--- config.mk ---
export PLATFORM = sky130hd
export DESIGN_NAME = cdb_fub_arbiter_flat
export DESIGN_NICKNAME = d
export VERILOG_FILES = /design/src/rtl/cdb_fub_arbiter_if.sv /design/src/rtl/cdb_fub_arbiter.sv /design/src/flat_wrapper.sv
export SDC_FILE = /design/constraint.sdc
export NUM_CORES = 2
export LEC_CHECK = 0
export CORE_MARGIN = 5
export CORE_UTILIZATION = 57
export CTS_BUF_LIST = sky130_fd_sc_hd__clkbuf_8 sky130_fd_sc_hd__clkbuf_16
export DETAILED_ROUTE_END_ITERATION = 7
export PLACE_DENSITY_LB_ADDON = 0.2
export SYNTH_ARGS = -nofsm -noshare
export SYNTH_HDL_FRONTEND = slang
export SYNTH_SLANG_ARGS = --single-unit
--- constraint.sdc ---
create_clock -name clock -period 7.3 [get_ports clock]
set_input_delay 1.46 -clock clock [delete_from_list [all_inputs] [get_ports clock]]
set_output_delay 1.46 -clock clock [all_outputs]
set_load 0.02 [all_outputs]
--- src/rtl/cdb_fub_arbiter_if.sv ---
// FU-side push ports, branch resolution inputs and the two-lane CDB
// grouped as one bundle between the functional units and the arbiter.
interface cdb_fub_arbiter_if #(
  parameter int NUM_FU = 8,
  parameter int PRW = 6,
  parameter int DW = 64,
  parameter int BMW = 4,
  parameter int BSPW = 2
);
  logic [NUM_FU-1:0] fu_valid;
  logic [NUM_FU-1:0][PRW-1:0] fu_tagDest;
  logic [NUM_FU-1:0][DW-1:0] fu_result;
  logic [NUM_FU-1:0][BMW-1:0] fu_bmask;
  logic [NUM_FU-1:0] fu_ready;
  logic br_pred_wrong;
  logic br_pred_correct;
  logic [BSPW-1:0] br_bs_ptr;
  logic [1:0] cdb_rd_en;
  logic [1:0][PRW-1:0] cdb_rd;
  logic [1:0][DW-1:0] cdb_reg_value;

  modport master (
    output fu_valid, fu_tagDest, fu_result,
    output fu_bmask, br_pred_wrong,
    output br_pred_correct, br_bs_ptr,
    input fu_ready, cdb_rd_en, cdb_rd,
    input cdb_reg_value
  );

  modport slave (
    input fu_valid, fu_tagDest, fu_result,
    input fu_bmask, br_pred_wrong,
    input br_pred_correct, br_bs_ptr,
    output fu_ready, cdb_rd_en, cdb_rd,
    output cdb_reg_value
  );
endinterface

--- src/rtl/cdb_fub_arbiter.sv ---
// Per-FU result buffers feeding a two-lane CDB with fixed priority,
// an age-based starvation override and branch squash/clear.
module cdb_fub_arbiter #(
  parameter int NUM_FU = 8,
  parameter int QD = 2,
  parameter int PRW = 6,
  parameter int DW = 64,
  parameter int BMW = 4,
  parameter int BSPW = 2,
  parameter int STARVE_LIMIT = 4
) (
  input logic clock,
  input logic reset,
  cdb_fub_arbiter_if.slave bus
);
  localparam int CW = $clog2(QD + 1);
  localparam int AW = $clog2(STARVE_LIMIT + 1);
  localparam int IW = $clog2(NUM_FU);
  localparam logic [PRW-1:0] PHYS_ZERO_REG = '0;

  typedef struct packed {
    logic [BMW-1:0] bm;
    logic [PRW-1:0] tag;
    logic [DW-1:0] data;
  } ent_t;

  ent_t q [NUM_FU][QD];
  ent_t q_n [NUM_FU][QD];
  logic [CW-1:0] cnt [NUM_FU];
  logic [CW-1:0] cnt_n [NUM_FU];
  logic [AW-1:0] age [NUM_FU];
  logic [AW-1:0] age_n [NUM_FU];

  logic wrong;
  logic clr;
  logic [NUM_FU-1:0] elig;
  logic [NUM_FU-1:0] starved;
  logic [NUM_FU-1:0] pop;
  logic v0;
  logic v1;
  logic [IW-1:0] s0;
  logic [IW-1:0] s1;

  // A mispredict overrides a simultaneous correct prediction.
  assign wrong = bus.br_pred_wrong;
  assign clr = bus.br_pred_correct & ~wrong;

  always_comb begin
    elig = '0;
    starved = '0;
    bus.fu_ready = '0;
    for (int i = 0; i < NUM_FU; i++) begin
      elig[i] = (cnt[i] != '0) &&
        !(wrong && q[i][0].bm[bus.br_bs_ptr]);
      starved[i] = elig[i] &&
        (age[i] >= AW'(STARVE_LIMIT));
      bus.fu_ready[i] = cnt[i] < CW'(QD);
    end
  end

  // Pass 0 takes starved heads, pass 1 the rest.
  always_comb begin
    v0 = 1'b0;
    v1 = 1'b0;
    s0 = '0;
    s1 = '0;
    for (int p = 0; p < 2; p++) begin
      for (int i = 0; i < NUM_FU; i++) begin
        if (elig[i] && (starved[i] == (p == 0))) begin
          if (!v0) begin
            v0 = 1'b1;
            s0 = IW'(i);
          end else if (!v1) begin
            v1 = 1'b1;
            s1 = IW'(i);
          end
        end
      end
    end
    pop = '0;
    if (v0) pop[s0] = 1'b1;
    if (v1) pop[s1] = 1'b1;
  end

  always_comb begin : p_next
    int k;
    ent_t e;
    logic hk;
    k = 0;
    e = '0;
    hk = 1'b0;
    for (int i = 0; i < NUM_FU; i++) begin
      k = 0;
      for (int j = 0; j < QD; j++) q_n[i][j] = q[i][j];
      for (int j = 0; j < QD; j++) begin
        e = q[i][j];
        if ((CW'(j) < cnt[i]) &&
            !(j == 0 && pop[i]) &&
            !(wrong && e.bm[bus.br_bs_ptr])) begin
          if (clr) e.bm[bus.br_bs_ptr] = 1'b0;
          for (int m = 0; m < QD; m++)
            if (m == k) q_n[i][m] = e;
          k++;
        end
      end
      e.bm = bus.fu_bmask[i];
      e.tag = bus.fu_tagDest[i];
      e.data = bus.fu_result[i];
      if (clr) e.bm[bus.br_bs_ptr] = 1'b0;
      if (bus.fu_valid[i] && bus.fu_ready[i] &&
          !(wrong && bus.fu_bmask[i][bus.br_bs_ptr])) begin
        for (int m = 0; m < QD; m++)
          if (m == k) q_n[i][m] = e;
        k++;
      end
      cnt_n[i] = CW'(k);
      hk = (cnt[i] != '0) && !pop[i] &&
        !(wrong && q[i][0].bm[bus.br_bs_ptr]);
      if (!hk)
        age_n[i] = '0;
      else if (age[i] == AW'(STARVE_LIMIT))
        age_n[i] = age[i];
      else
        age_n[i] = age[i] + 1'b1;
    end
  end

  always_ff @(posedge clock or negedge reset) begin
    if (!reset) begin
      for (int i = 0; i < NUM_FU; i++) begin
        cnt[i] <= '0;
        age[i] <= '0;
        for (int j = 0; j < QD; j++) q[i][j] <= '0;
      end
      bus.cdb_rd_en <= '0;
      bus.cdb_rd[0] <= PHYS_ZERO_REG;
      bus.cdb_rd[1] <= PHYS_ZERO_REG;
      bus.cdb_reg_value <= '0;
    end else begin
      for (int i = 0; i < NUM_FU; i++) begin
        cnt[i] <= cnt_n[i];
        age[i] <= age_n[i];
        for (int j = 0; j < QD; j++) q[i][j] <= q_n[i][j];
      end
      bus.cdb_rd_en <= {v1, v0};
      bus.cdb_rd[0] <= v0 ? q[s0][0].tag : PHYS_ZERO_REG;
      bus.cdb_rd[1] <= v1 ? q[s1][0].tag : PHYS_ZERO_REG;
      bus.cdb_reg_value[0] <= v0 ? q[s0][0].data : '0;
      bus.cdb_reg_value[1] <= v1 ? q[s1][0].data : '0;
    end
  end
endmodule

--- src/flat_wrapper.sv ---
// flat-port wrapper written by rule: the top's interface ports become plain ports
module cdb_fub_arbiter_flat 
#(
  parameter int NUM_FU = 8,
  parameter int QD = 2,
  parameter int PRW = 6,
  parameter int DW = 64,
  parameter int BMW = 4,
  parameter int BSPW = 2,
  parameter int STARVE_LIMIT = 4
)
  (clock, reset, bus_fu_valid, bus_fu_tagDest, bus_fu_result, bus_fu_bmask, bus_br_pred_wrong, bus_br_pred_correct, bus_br_bs_ptr, bus_fu_ready, bus_cdb_rd_en, bus_cdb_rd, bus_cdb_reg_value);
  cdb_fub_arbiter_if #(.NUM_FU(NUM_FU), .PRW(PRW), .DW(DW), .BMW(BMW), .BSPW(BSPW)) bus_i ();
  input logic clock;
  input logic reset;
  input wire logic [$bits(bus_i.fu_valid)-1:0] bus_fu_valid;
  input wire logic [$bits(bus_i.fu_tagDest)-1:0] bus_fu_tagDest;
  input wire logic [$bits(bus_i.fu_result)-1:0] bus_fu_result;
  input wire logic [$bits(bus_i.fu_bmask)-1:0] bus_fu_bmask;
  input wire logic [$bits(bus_i.br_pred_wrong)-1:0] bus_br_pred_wrong;
  input wire logic [$bits(bus_i.br_pred_correct)-1:0] bus_br_pred_correct;
  input wire logic [$bits(bus_i.br_bs_ptr)-1:0] bus_br_bs_ptr;
  output wire logic [$bits(bus_i.fu_ready)-1:0] bus_fu_ready;
  output wire logic [$bits(bus_i.cdb_rd_en)-1:0] bus_cdb_rd_en;
  output wire logic [$bits(bus_i.cdb_rd)-1:0] bus_cdb_rd;
  output wire logic [$bits(bus_i.cdb_reg_value)-1:0] bus_cdb_reg_value;
  assign bus_i.fu_valid = bus_fu_valid;
  assign bus_i.fu_tagDest = bus_fu_tagDest;
  assign bus_i.fu_result = bus_fu_result;
  assign bus_i.fu_bmask = bus_fu_bmask;
  assign bus_i.br_pred_wrong = bus_br_pred_wrong;
  assign bus_i.br_pred_correct = bus_br_pred_correct;
  assign bus_i.br_bs_ptr = bus_br_bs_ptr;
  assign bus_fu_ready = bus_i.fu_ready;
  assign bus_cdb_rd_en = bus_i.cdb_rd_en;
  assign bus_cdb_rd = bus_i.cdb_rd;
  assign bus_cdb_reg_value = bus_i.cdb_reg_value;
  cdb_fub_arbiter #(.NUM_FU(NUM_FU), .QD(QD), .PRW(PRW), .DW(DW), .BMW(BMW), .BSPW(BSPW), .STARVE_LIMIT(STARVE_LIMIT)) u_core (.clock(clock), .reset(reset), .bus(bus_i));
endmodule
==> out/qor.txt <==
worst skew pair latency: 0.78 ns
Final setup viols: 0
sequential share of the synthesized area: 0.492
I/O Pins: 756
crit path DAT: 7.49 ns
flops & latches, synth: 1366
fmax: 146 MHz
vias in the first global route: 63700
Final Hold Fails: 0
CP Max Fanout: 71
Nets: 8528
Max Root-Sink Buffers: 3
Max Cap Viol: 0
share of the synthesized area in the top cell type: 0.492
synthesized area per cell: 9.56 sq um
grt met1 use: 0.533
synth warn: 0
critical path launch point type: primary input
Die ar.: 0.129 sq mm
fraction of layout cells with a size suffix above 1: 0.129
clock-pin slew on the worst setup and hold paths: 0.06 ns
grt ovf: 0
crit share post-route: 0.940
RSZ-0062 raised after global routing: false
hold buffers post-CTS: 0
global routing usage on met3: 0.142
Die Width: 359 um
Mapped Area: 0.0695 sq mm
die height: 359 um
HPWL after detailed placement: 190000 um
number of synthesized flops with an enable pin: 0
CTS tree: built
Tightest Hold Check Type: flop to flop
Initial Util: 0.572
GRT Resource Usage Total: 0.422
ANT nets after route: 0
H-tree depth: 4
initial antenna violation count: 42
TritonRoute pass-1 iters: 8
CP Class: primary input to flop
met2 GRT Util: 0.618
minimum clock period after layout: 6.86 ns
placer congestion estimate: 0.964
fin. max-slew vios: 0
pin count of the biggest net entering global routing: 174
Root Buffer: clkbuf_16
row count: 128
total CTS buffers: 147
Critical Path RT: 7.93 ns
Post-synth ARST share: 1.00
Hold WS: 0.473 ns
Yosys cell types: 85
Residual DRC: 2
crit end category: flop
Syn Nets: 7921
Via Count: 64700
violated checks: design-rule violations
first-pass GRT wire length: 412000 um
clock skew: 0.0429 ns
status: finished with violations
# clock sinks: 1366
Resize count post-CTS: 0
post-synth top area cell: dfrtp_1
Cells after Synth: 7272
DR WL/cell: 29.1 um
via-per-instance ratio: 6.71
Worst slew margin: 0.241
PortBufs: 755
Initial DRC Count: 9275
area grow syn2layout: 23.0%
Routed Wire Length: 280000 um
Core Footprint: 0.122 sq mm
GR peak layer: met2
worst-margin pin slew: 1.14 ns
Layout fillers: 9019
Post-CTS Setup Inserts: 0
top_reg_cell synth: dfrtp_1
Area contributors post-synth: dfrtp_1, nand2_1, mux2i_1
## layout by cell type (no fill, tap or decap), drive strengths merged, types with 146 or more instances in the layout
| master | synthesis | layout |
|---|---|---|
| o21ai | 327 | 327 |
| clkdlybuf4s50 | 0 | 753 |
| a211oi | 146 | 146 |
| dfrtp | 1366 | 1366 |
| mux2 | 287 | 287 |
| mux2i | 371 | 371 |
| buf | 122 | 326 |
| clkbuf | 499 | 182 |
| mux4 | 156 | 156 |
| a21oi | 538 | 538 |
| a31oi | 290 | 290 |
| nand2 | 1342 | 1342 |
| nor2 | 913 | 913 |
## synthesized netlist by cell type (all sizes together) (18+ instances only)
| library cell | count |
|---|---|
| clkbuf | 499 |
| a211oi | 146 |
| nor4 | 73 |
| a21boi | 71 |
| o311ai | 31 |
| or3 | 73 |
| nor2 | 913 |
| mux2i | 371 |
| mux2 | 287 |
| o211ai | 18 |
| o31ai | 80 |
| and2 | 23 |
| nand4 | 28 |
| o21ai | 327 |
| nor3 | 23 |
| a21oi | 538 |
| a31oi | 290 |
| or4 | 71 |
| buf | 122 |
| dfrtp | 1366 |
| mux4 | 156 |
| nand3 | 97 |
| and3 | 86 |
| nand2 | 1342 |
| inv | 58 |
| ha | 43 |
## worst max-delay path: stages
cell             delay (ns)
clkdlybuf4s50_1        0.65
buf_4                  0.27
and2b_1                0.26
a221oi_4               0.40
and2_1                 0.28
xnor2_1                0.19
o2111a_1               0.26
o21ai_0                0.13
or4_1                  0.52
and3_4                 0.21
nor3_2                 0.25
buf_4                  0.15
a211oi_1               0.04
buf_4                  0.18
buf_4                  0.13
nor3_4                 0.27
buf_12                 0.49
and2_4                 0.40
buf_4                  0.42
a211oi_1               0.13
nor4_1                 0.34
## final cells by class
cell class / instances / area (sq um) / area share
flip-flops and latches: 1366 / 34200 / 0.400
multi-input cells: 5224 / 32800 / 0.384
repair buffers: 1079 / 11300 / 0.132
clock buffers: 182 / 4230 / 0.0494
well taps: 1625 / 2030 / 0.0238
clock inverters: 81 / 642 / 0.00751
inverters: 61 / 240 / 0.00281
diodes: 23 / 57.6 / 0.000673
## cell families (layout without fill, tap and decap cells)
logic type	count (synthesis)	after routing	synth area share
AND/OR/NAND/NOR	2760	2760	0.167
AO/OA/AOI/OAI	1589	1589	0.139
flip-flops	1366	1366	0.492
multiplexers	814	814	0.151
buffers and inverters	682	1403	0.0414
adder cells (fa/ha/maj)	43	43	0.00774
XOR/XNOR	18	18	0.00227
other	0	23	0
## path summary, 6_finish.rpt
kind                                  start                            to  slack [ns]  depth (start not counted)
max                        bus_br_bs_ptr[0]  u_core.bus.cdb_reg_value[82]        0.44                         21
min                            u_core.q[55]                  u_core.q[55]        0.47                          2
max reg2reg                  u_core.q[1183]  u_core.bus.cdb_reg_value[82]        1.43                         21
min reg2reg                    u_core.q[55]                  u_core.q[55]        0.47                          2
max in group asynchronous             reset                 u_core.q[987]        4.83                          3
min in group asynchronous             reset                 u_core.q[958]        0.67                          1
## metrics by stage
step / area [sq um] / setup TNS [ns] / util / setup WS (ns) / instances
2_1_floorplan: 69500 / 0 / - / 0.491 / 7272
3_3_place_gp: 80600 / 0 / 0.663 / 0.00881 / 9355
3_5_place_dp: 80600 / -5.67 / 0.663 / -0.122 / 9355
4_1_cts: 85500 / 0 / 0.703 / 0.662 / 9618
5_1_grt: 85500 / 0 / 0.703 / 0.260 / 9627
6_report: 85500 / 0 / 0.704 / 0.437 / 9641
## sequential cells by signal, summed over array words and instances, names as in the netlist
signal	flops
u_core.bus.cdb_rd_en	2
u_core.bus.cdb_rd	12
u_core.age	24
u_core.cnt	16
u_core.bus.cdb_reg_value	128
u_core.q	1184
## per-layer routing
layer | wire length (um) | vias to the layer above
li1 | - | 26900
met1 | 99100 | 31500
met2 | 121000 | 5083
met3 | 37800 | 1236
met4 | 22800 | 30
met5 | 189 | -
Power is not shown: default switching activity piles up to over one toggle a cycle in this logic, so the estimate is an artifact.
